$ cat src/rtl/led_sequencer.sv
// Parametrised LED pattern generator: rotate left/right, bounce and bar fill
// across N_LEDS outputs, stepping once every period+1 clock cycles.
module led_sequencer #(
  parameter int N_LEDS = 4,
  parameter int DIV_W  = 24
) (
  input  logic              clk,
  input  logic              rst_n,
  input  logic              en,
  input  logic [1:0]        mode,
  input  logic [DIV_W-1:0]  period,
  output logic [N_LEDS-1:0] leds,
  output logic              tick
);

  localparam int POS_W = $clog2(N_LEDS);
  localparam logic [POS_W-1:0] POS_LAST = POS_W'(N_LEDS - 1);
  localparam logic [POS_W-1:0] POS_PREV = POS_W'(N_LEDS - 2);
  localparam logic [POS_W-1:0] POS_ZERO = {POS_W{1'b0}};
  localparam logic [POS_W-1:0] POS_ONE  = POS_W'(1);

  typedef enum logic {
    DIR_UP   = 1'b0,
    DIR_DOWN = 1'b1
  } dir_t;

  logic [DIV_W-1:0] cnt_r;
  logic [POS_W-1:0] pos_r;
  dir_t             dir_r;

  logic             step_s;
  logic [POS_W-1:0] pos_nxt_s;
  dir_t             dir_nxt_s;

  // Bar fill lights every LED up to and including pos; other modes are one-hot.
  function automatic logic [N_LEDS-1:0] decode(input logic [POS_W-1:0] p,
                                               input logic [1:0] m);
    logic [N_LEDS-1:0] d;
    d = {N_LEDS{1'b0}};
    for (int i = 0; i < N_LEDS; i++) begin
      if (m == 2'b11) begin
        d[i] = (i <= int'(p));
      end else begin
        d[i] = (i == int'(p));
      end
    end
    return d;
  endfunction

  // Next position and bounce direction; endpoints are never repeated in bounce.
  always_comb begin
    step_s    = en && (cnt_r >= period);
    pos_nxt_s = pos_r;
    dir_nxt_s = dir_r;
    if (step_s) begin
      case (mode)
        2'b01: begin
          pos_nxt_s = (pos_r == POS_ZERO) ? POS_LAST : pos_r - POS_ONE;
        end
        2'b10: begin
          if (dir_r == DIR_UP) begin
            if (pos_r >= POS_LAST) begin
              dir_nxt_s = DIR_DOWN;
              pos_nxt_s = POS_PREV;
            end else begin
              pos_nxt_s = pos_r + POS_ONE;
            end
          end else begin
            if (pos_r == POS_ZERO) begin
              dir_nxt_s = DIR_UP;
              pos_nxt_s = POS_ONE;
            end else begin
              pos_nxt_s = pos_r - POS_ONE;
            end
          end
        end
        default: begin
          pos_nxt_s = (pos_r >= POS_LAST) ? POS_ZERO : pos_r + POS_ONE;
        end
      endcase
    end else begin
      pos_nxt_s = pos_r;
      dir_nxt_s = dir_r;
    end
  end

  // Prescaler, position state and registered LED/tick outputs.
  always_ff @(posedge clk or negedge rst_n) begin
    if (!rst_n) begin
      cnt_r <= {DIV_W{1'b0}};
      pos_r <= POS_ZERO;
      dir_r <= DIR_UP;
      tick  <= 1'b0;
      leds  <= {{(N_LEDS-1){1'b0}}, 1'b1};
    end else begin
      if (step_s) begin
        cnt_r <= {DIV_W{1'b0}};
      end else if (en) begin
        cnt_r <= cnt_r + {{(DIV_W-1){1'b0}}, 1'b1};
      end else begin
        cnt_r <= cnt_r;
      end
      pos_r <= pos_nxt_s;
      dir_r <= dir_nxt_s;
      tick  <= step_s;
      // Decoding from the next position keeps leds aligned with tick.
      leds  <= decode(pos_nxt_s, mode);
    end
  end

endmodule

$ cat config.mk
export PLATFORM = sky130hd
export DESIGN_NAME = led_sequencer
export DESIGN_NICKNAME = d
export VERILOG_FILES = /design/src/rtl/led_sequencer.sv
export SDC_FILE = /design/constraint.sdc
export NUM_CORES = 1
export LEC_CHECK = 0
export ABC_AREA = 1
export CORE_MARGIN = 1
export CORE_UTILIZATION = 25
export DETAILED_ROUTE_END_ITERATION = 8
export HOLD_SLACK_MARGIN = 0.06
export PLACE_DENSITY = 0.5
export SYNTH_ARGS = -nofsm -noshare
export SYNTH_HDL_FRONTEND = slang
export SYNTH_SLANG_ARGS = --single-unit
export TNS_END_PERCENT = 100
$ cat constraint.sdc
create_clock -name clk -period 1.9 [get_ports clk]
set_input_delay 0.19 -clock clk [delete_from_list [all_inputs] [get_ports clk]]
set_output_delay 0.19 -clock clk [all_outputs]
set_load 0.01 [all_outputs]
Word level (Yosys, flattened, before mapping)

Cells that the tools add are included.

Word-level logic and storage cells: 40
Output and inout port bits: 5
Flip-flop bits (word level): 32
Input port bits: 29

$add $sub $neg: 3
Reduce and logical (&&, ||, !) cells: 5
$lt $le $gt $ge: 5
Equality and inequality tests: 6
Muxes and demuxes: 16

Operator list:

| operator                                                      | count |
|---|---|
| 2-to-1 mux 24 bit                                             | 2 |
| adder 24 x 1 -> 24 bit, second input constant                 | 1 |
| greater-or-equal comparator 24 bit                            | 1 |
| 2-to-1 mux 2 bit                                              | 6 |
| 2-to-1 mux 1 bit                                              | 7 |
| == test 2 bit, first input constant                           | 2 |
| == test 2 bit, second input constant                          | 2 |
| less-or-equal comparator 2 bit, first input constant          | 2 |
| logical NOT 2 bit                                             | 2 |
| one-hot mux 2 bit (2 select lines)                            | 1 |
| adder 2 x 1 -> 2 bit, second input constant                   | 1 |
| == test 1 x 2 -> 1 bit, first input constant                  | 1 |
| == test 2 x 1 -> 1 bit, second input constant                 | 1 |
| greater-or-equal comparator 2 bit, second input constant      | 1 |
| less-or-equal comparator 1 x 2 -> 1 bit, first input constant | 1 |
| AND reduction 2 bit                                           | 1 |
| nonzero test 2 bit                                            | 1 |
| subtractor 2 x 1 -> 2 bit, second input constant              | 1 |
| logical AND 1 bit                                             | 1 |

Logic depth before layout (Yosys ltp)

Depth in word-level cells: 7
Mapped depth: 15
Gate-level depth less buffers: 15

Worst setup path after synthesis

Ideal clock, no wire load.

Kind: register to register
Start: reg cnt_r[19]
End: reg leds[1]
Required time: 1784 ps
Arrival time: 1625 ps
Path buffers: 0
Setup time: 116 ps
Period minus slack after synthesis: 1742 ps
Path slack: 158 ps
Cell stages (with the launch flop): 15
Cells stage by stage: dfrtp_1 -> ha_1 -> nand2_1 -> nor2_1 -> nand2_1 -> nor2_2 -> nand2_1 -> nor2_2 -> nand2_2 -> nand2_4 -> nand2_4 -> nand2_2 -> nand2_2 -> nand2_1 -> nand2_1

Cells in the longest elaborated chain, start to end: 5
Elaborated cells between the ends (all ways): 6
Those cells by class: 2 x order compare; 1 x eq/ne; 2 x mux; 1 x reduce/logical

RTL lines:

| item                                                                     | line   | RTL |
|---|---|---|
| start, declared                                                          | 27     | `logic [DIV_W-1:0] cnt_r;` |
| start signal, assigned                                                   | 90     | `cnt_r <= {DIV_W{1'b0}};` |
| start signal, assigned                                                   | 97     | `cnt_r <= {DIV_W{1'b0}};` |
| start signal, assigned                                                   | 99     | `cnt_r <= cnt_r + {{(DIV_W-1){1'b0}}, 1'b1};` |
| greater-or-equal comparator 24 bit (*)                                   | 52     | `step_s = en && (cnt_r >= period);` |
| logical AND 1 bit (*)                                                    | 52     |  |
| 2-to-1 mux 2 bit (*)                                                     | 55     | `if (step_s) begin` |
| less-or-equal comparator 1 x 2 -> 1 bit or == test 2 bit (tied branches) | 42, 44 |  |
| 2-to-1 mux 1 bit (*)                                                     | 41     | `if (m == 2'b11) begin` |
| end signal, assigned                                                     | 94     | `leds <= {{(N_LEDS-1){1'b0}}, 1'b1};` |
| end signal, assigned                                                     | 107    | `leds <= decode(pos_nxt_s, mode);` |
| end, declared                                                            | 12     | `output logic [N_LEDS-1:0] leds,` |

Every way passes the cells marked *; elsewhere a longest branch is shown, timed or not.
A chain may end at the register's enable or synchronous reset.

Final worst setup path

Start: reg cnt_r[19]
End: reg leds[2]

Cells in the longest elaborated chain, start to end: 5
Elaborated cells between the ends (all ways): 6
Those cells by class: 2 x order compare; 1 x eq/ne; 2 x mux; 1 x reduce/logical

RTL lines:

| item                                                            | line |
|---|---|
| greater-or-equal comparator 24 bit (*)                          | 52 |
| logical AND 1 bit (*)                                           | 52 |
| 2-to-1 mux 2 bit (*)                                            | 55 |
| less-or-equal comparator 2 bit or == test 2 bit (tied branches) | 42, 44 |
| 2-to-1 mux 1 bit (*)                                            | 41 |

Marks and branches as above.

==> metrics.txt <==
gr busiest metal met2; Yosys reg bits 32; Final ANT Viol Nets 0; vias in the first global route 2221; Post-Syn Area 0.002615 mm^2; Root Buffer clkbuf_8; Period minus WS final 1939 ps; R2R setup slack -40 ps; status finished with violations; Die Ht 104.3 um; dpl ws -353.7 ps; class of the worst hold path input port to async pin; power density over the cells 652.1 mW/mm^2; initial antenna violation count 0; cell taking the most area after synthesis dfrtp_1; gpl congestion 0.7881; M3 GR Usage 2.569%; met2 usage 19.21%; site row count 36; clock-pin slew on the worst setup and hold paths 70 ps; synth top area cells dfrtp_1, ha_1, inv_1; number of port buffers 33; final worst slack -39.49 ps; Multi-input gate area 0.001674 mm^2; Startpoint Class flip-flop; Final Non-Filler Cells 536; Yosys cell types 39; Antenna Cells 0; total CTS buffers 5; post-synth top area share 29.67%; Clock Skew 6.973 ps; Inst Count DP 521; Layout Area Growth over Synthesis 36.36%; Setup TNS -497.5 ps; CTS Hold Buffers Added 0; nature of the critical path endpoint flip-flop; Max Buffers Root-to-Sink 2; clk sinks 32; TritonRoute pass-1 iters 4; cell leakage power 0.001822 uW; CP max FO 6; Die Wd 104.3 um; drt initial violations 47; post-synthesis cell count 333; worst relative slew slack 71.15%; Least-Margin Pin Slew 432.7 ps; Tcrit/Tclk final 102.1%; Setup violations, final 21; Pwr Total 2325 uW; Crit Path Class flip-flop to flip-flop; GRT Total Usage 11.65%; Ys Warns 0; unrepaired setup endpoints after global routing yes; DRT Wirelength 6003 um; nets 462; fmax 0.5156 GHz; Final Hold Fails 0; Filler cells 1054; CP arrival 2130 ps; Core ar. 0.009955 mm^2; fin. max-slew vios 0; Die ar. 0.01087 mm^2; FF+latch area 802.0 um^2; WL per Instance 11.20 um; half-perimeter wire length after placement 4595 um; DR vias/cell 4.174; grt ovf 0; DR vias 2237; failing checks negative setup slack; met1 usage 14.86%; global-route wire length before repair 10160 um; Synth Area per Inst 7.853 um^2; io pins 34; Starting Density 26.27%; CTS tree yes; Seq/Total Area, Yosys 30.67%; Critical Path RT 2090 ps; H-tree Lvls 2; Clk Latency, worst-skew pair 290 ps; Worst IR Drop VDD 0.2495 mV; largest net degree at the start of global routing 33; DRC 0; share of cells above drive strength 1 25.81%; total of max-cap violations 0; Syn Nets 393
==> repair_timing <==
action	4_1_cts	5_1_grt
resized for setup	4	22
buffers inserted	2	4
cloned	1	0
endpoints found under the setup margin	24	32
pin swaps	0	14
==> power by group <==
part           internal (uW)  switching [uW]
clock network            296             268
logic                    406             463
registers                806            86.9
==> cells in the final DEF (no fill, tap or decap), types with 2 or more instances in the layout <==
cell type         n
xor2_1            8
clkbuf_8          6
dfrtp_1          31
ha_4              4
o21ai_2           2
a211oi_1          2
nand3_1          11
clkdlybuf4s50_1  33
o21ai_0           6
nand3_2           2
ha_1             27
nand2_1          52
buf_4            31
inv_2             3
nand2_4           9
nor2_4            7
nand2_2          17
nor3_2            3
a21oi_2           2
nand4_1           6
nor2_8            2
nor2_1           26
xnor2_1           2
nor2_2            9
clkbuf_1          2
o21ai_1           2
nand3b_1          2
nor3_1            7
a21oi_1          13
inv_1            62
==> cell type report <==
type                       count  area share, %
inverter                      66          7.018
multi-input combinational    232          46.95
sequential                    32          22.49
timing repair buffer          65          16.35
clock buffer                   8          2.526
tap                          133          4.667
==> through the flow <==
stage               utilization, %  instance area, um^2  hold WS [ps]
finish                       35.82                 3566         301.1
global route                 35.82                 3566         339.6
CTS                          34.48                 3432         321.7
detailed placement           33.04                 3289         557.2
global placement             33.04                 3289         551.9
floorplan                        -                 2615        -105.6
==> metal layers <==
| layer | routed length [um] | vias to the layer above | part of all wire (%) |
|---|---|---|---|
| li1 | - | 1197 | - |
| met1 | 2876 | 997 | 48 |
| met2 | 2786 | 32 | 46 |
| met3 | 200 | 11 | 3.3 |
| met4 | 139 | 0 | 2.3 |
| met5 | 0 | - | 0 |
==> critical path: stages (launching register included) <==
cell and delay, ps:
dfrtp_1 440, ha_4 310, nand2_4 60, nor2_4 70
nand2_1 80, nor2_2 140, nand2_2 80, nor2_2 120
nand2_2 80, nand2_4 130, nand2_8 90, nand2_2 80
nand3_1 80, nand2_2 60, inv_1 30
==> path summary, 6_finish.rpt <==
check	startpoint	to	depth (start not counted)
setup / recovery	cnt_r[19]$_DFFE_PN0P_	leds[2]$_DFF_PN0_	14
hold / removal	rst_n	pos_r[1]$_DFF_PN0_	2
setup reg to reg	cnt_r[19]$_DFFE_PN0P_	leds[2]$_DFF_PN0_	14
hold reg to reg	dir_r$_DFFE_PN0P_	dir_r$_DFFE_PN0P_	2
max in group asynchronous	rst_n	leds[0]$_DFF_PN1_	2
min in group clk	dir_r$_DFFE_PN0P_	dir_r$_DFFE_PN0P_	2
==> synth_stat cells (all sizes together) <==
master,number
nand3,14
nand2,78
a21oi,15
ha,31
nor3,10
o21a,1
nand4,7
nand3b,2
o22ai,1
o2bb2ai,1
inv,66
clkbuf,1
o21ai,10
nor4b,1
buf,3
xnor2,2
nor3b,1
dfrtp,31
nor2,44
xor2,8
nor4,1
o32ai,1
a211oi,2
dfstp,1
a31oi,1
==> cells by family (layout without fill, tap and decap cells) <==
family | Yosys count | count (layout) | share of synthesized area (%)
AND/OR/NAND/NOR | 158 | 159 | 33.49
XOR/XNOR | 10 | 10 | 3.350
buffers and inverters | 70 | 139 | 10.72
flip-flops | 32 | 32 | 30.67
adder cells (fa/ha/maj) | 31 | 31 | 14.83
AO/OA/AOI/OAI | 32 | 32 | 6.938
==> state kept, by name (all words and copies together), names as in the netlist <==
register,flops
tick,1
dir_r,1
pos_r,2
cnt_r,24
leds,4
No activity file was read; power rests on OpenSTA's default activity.
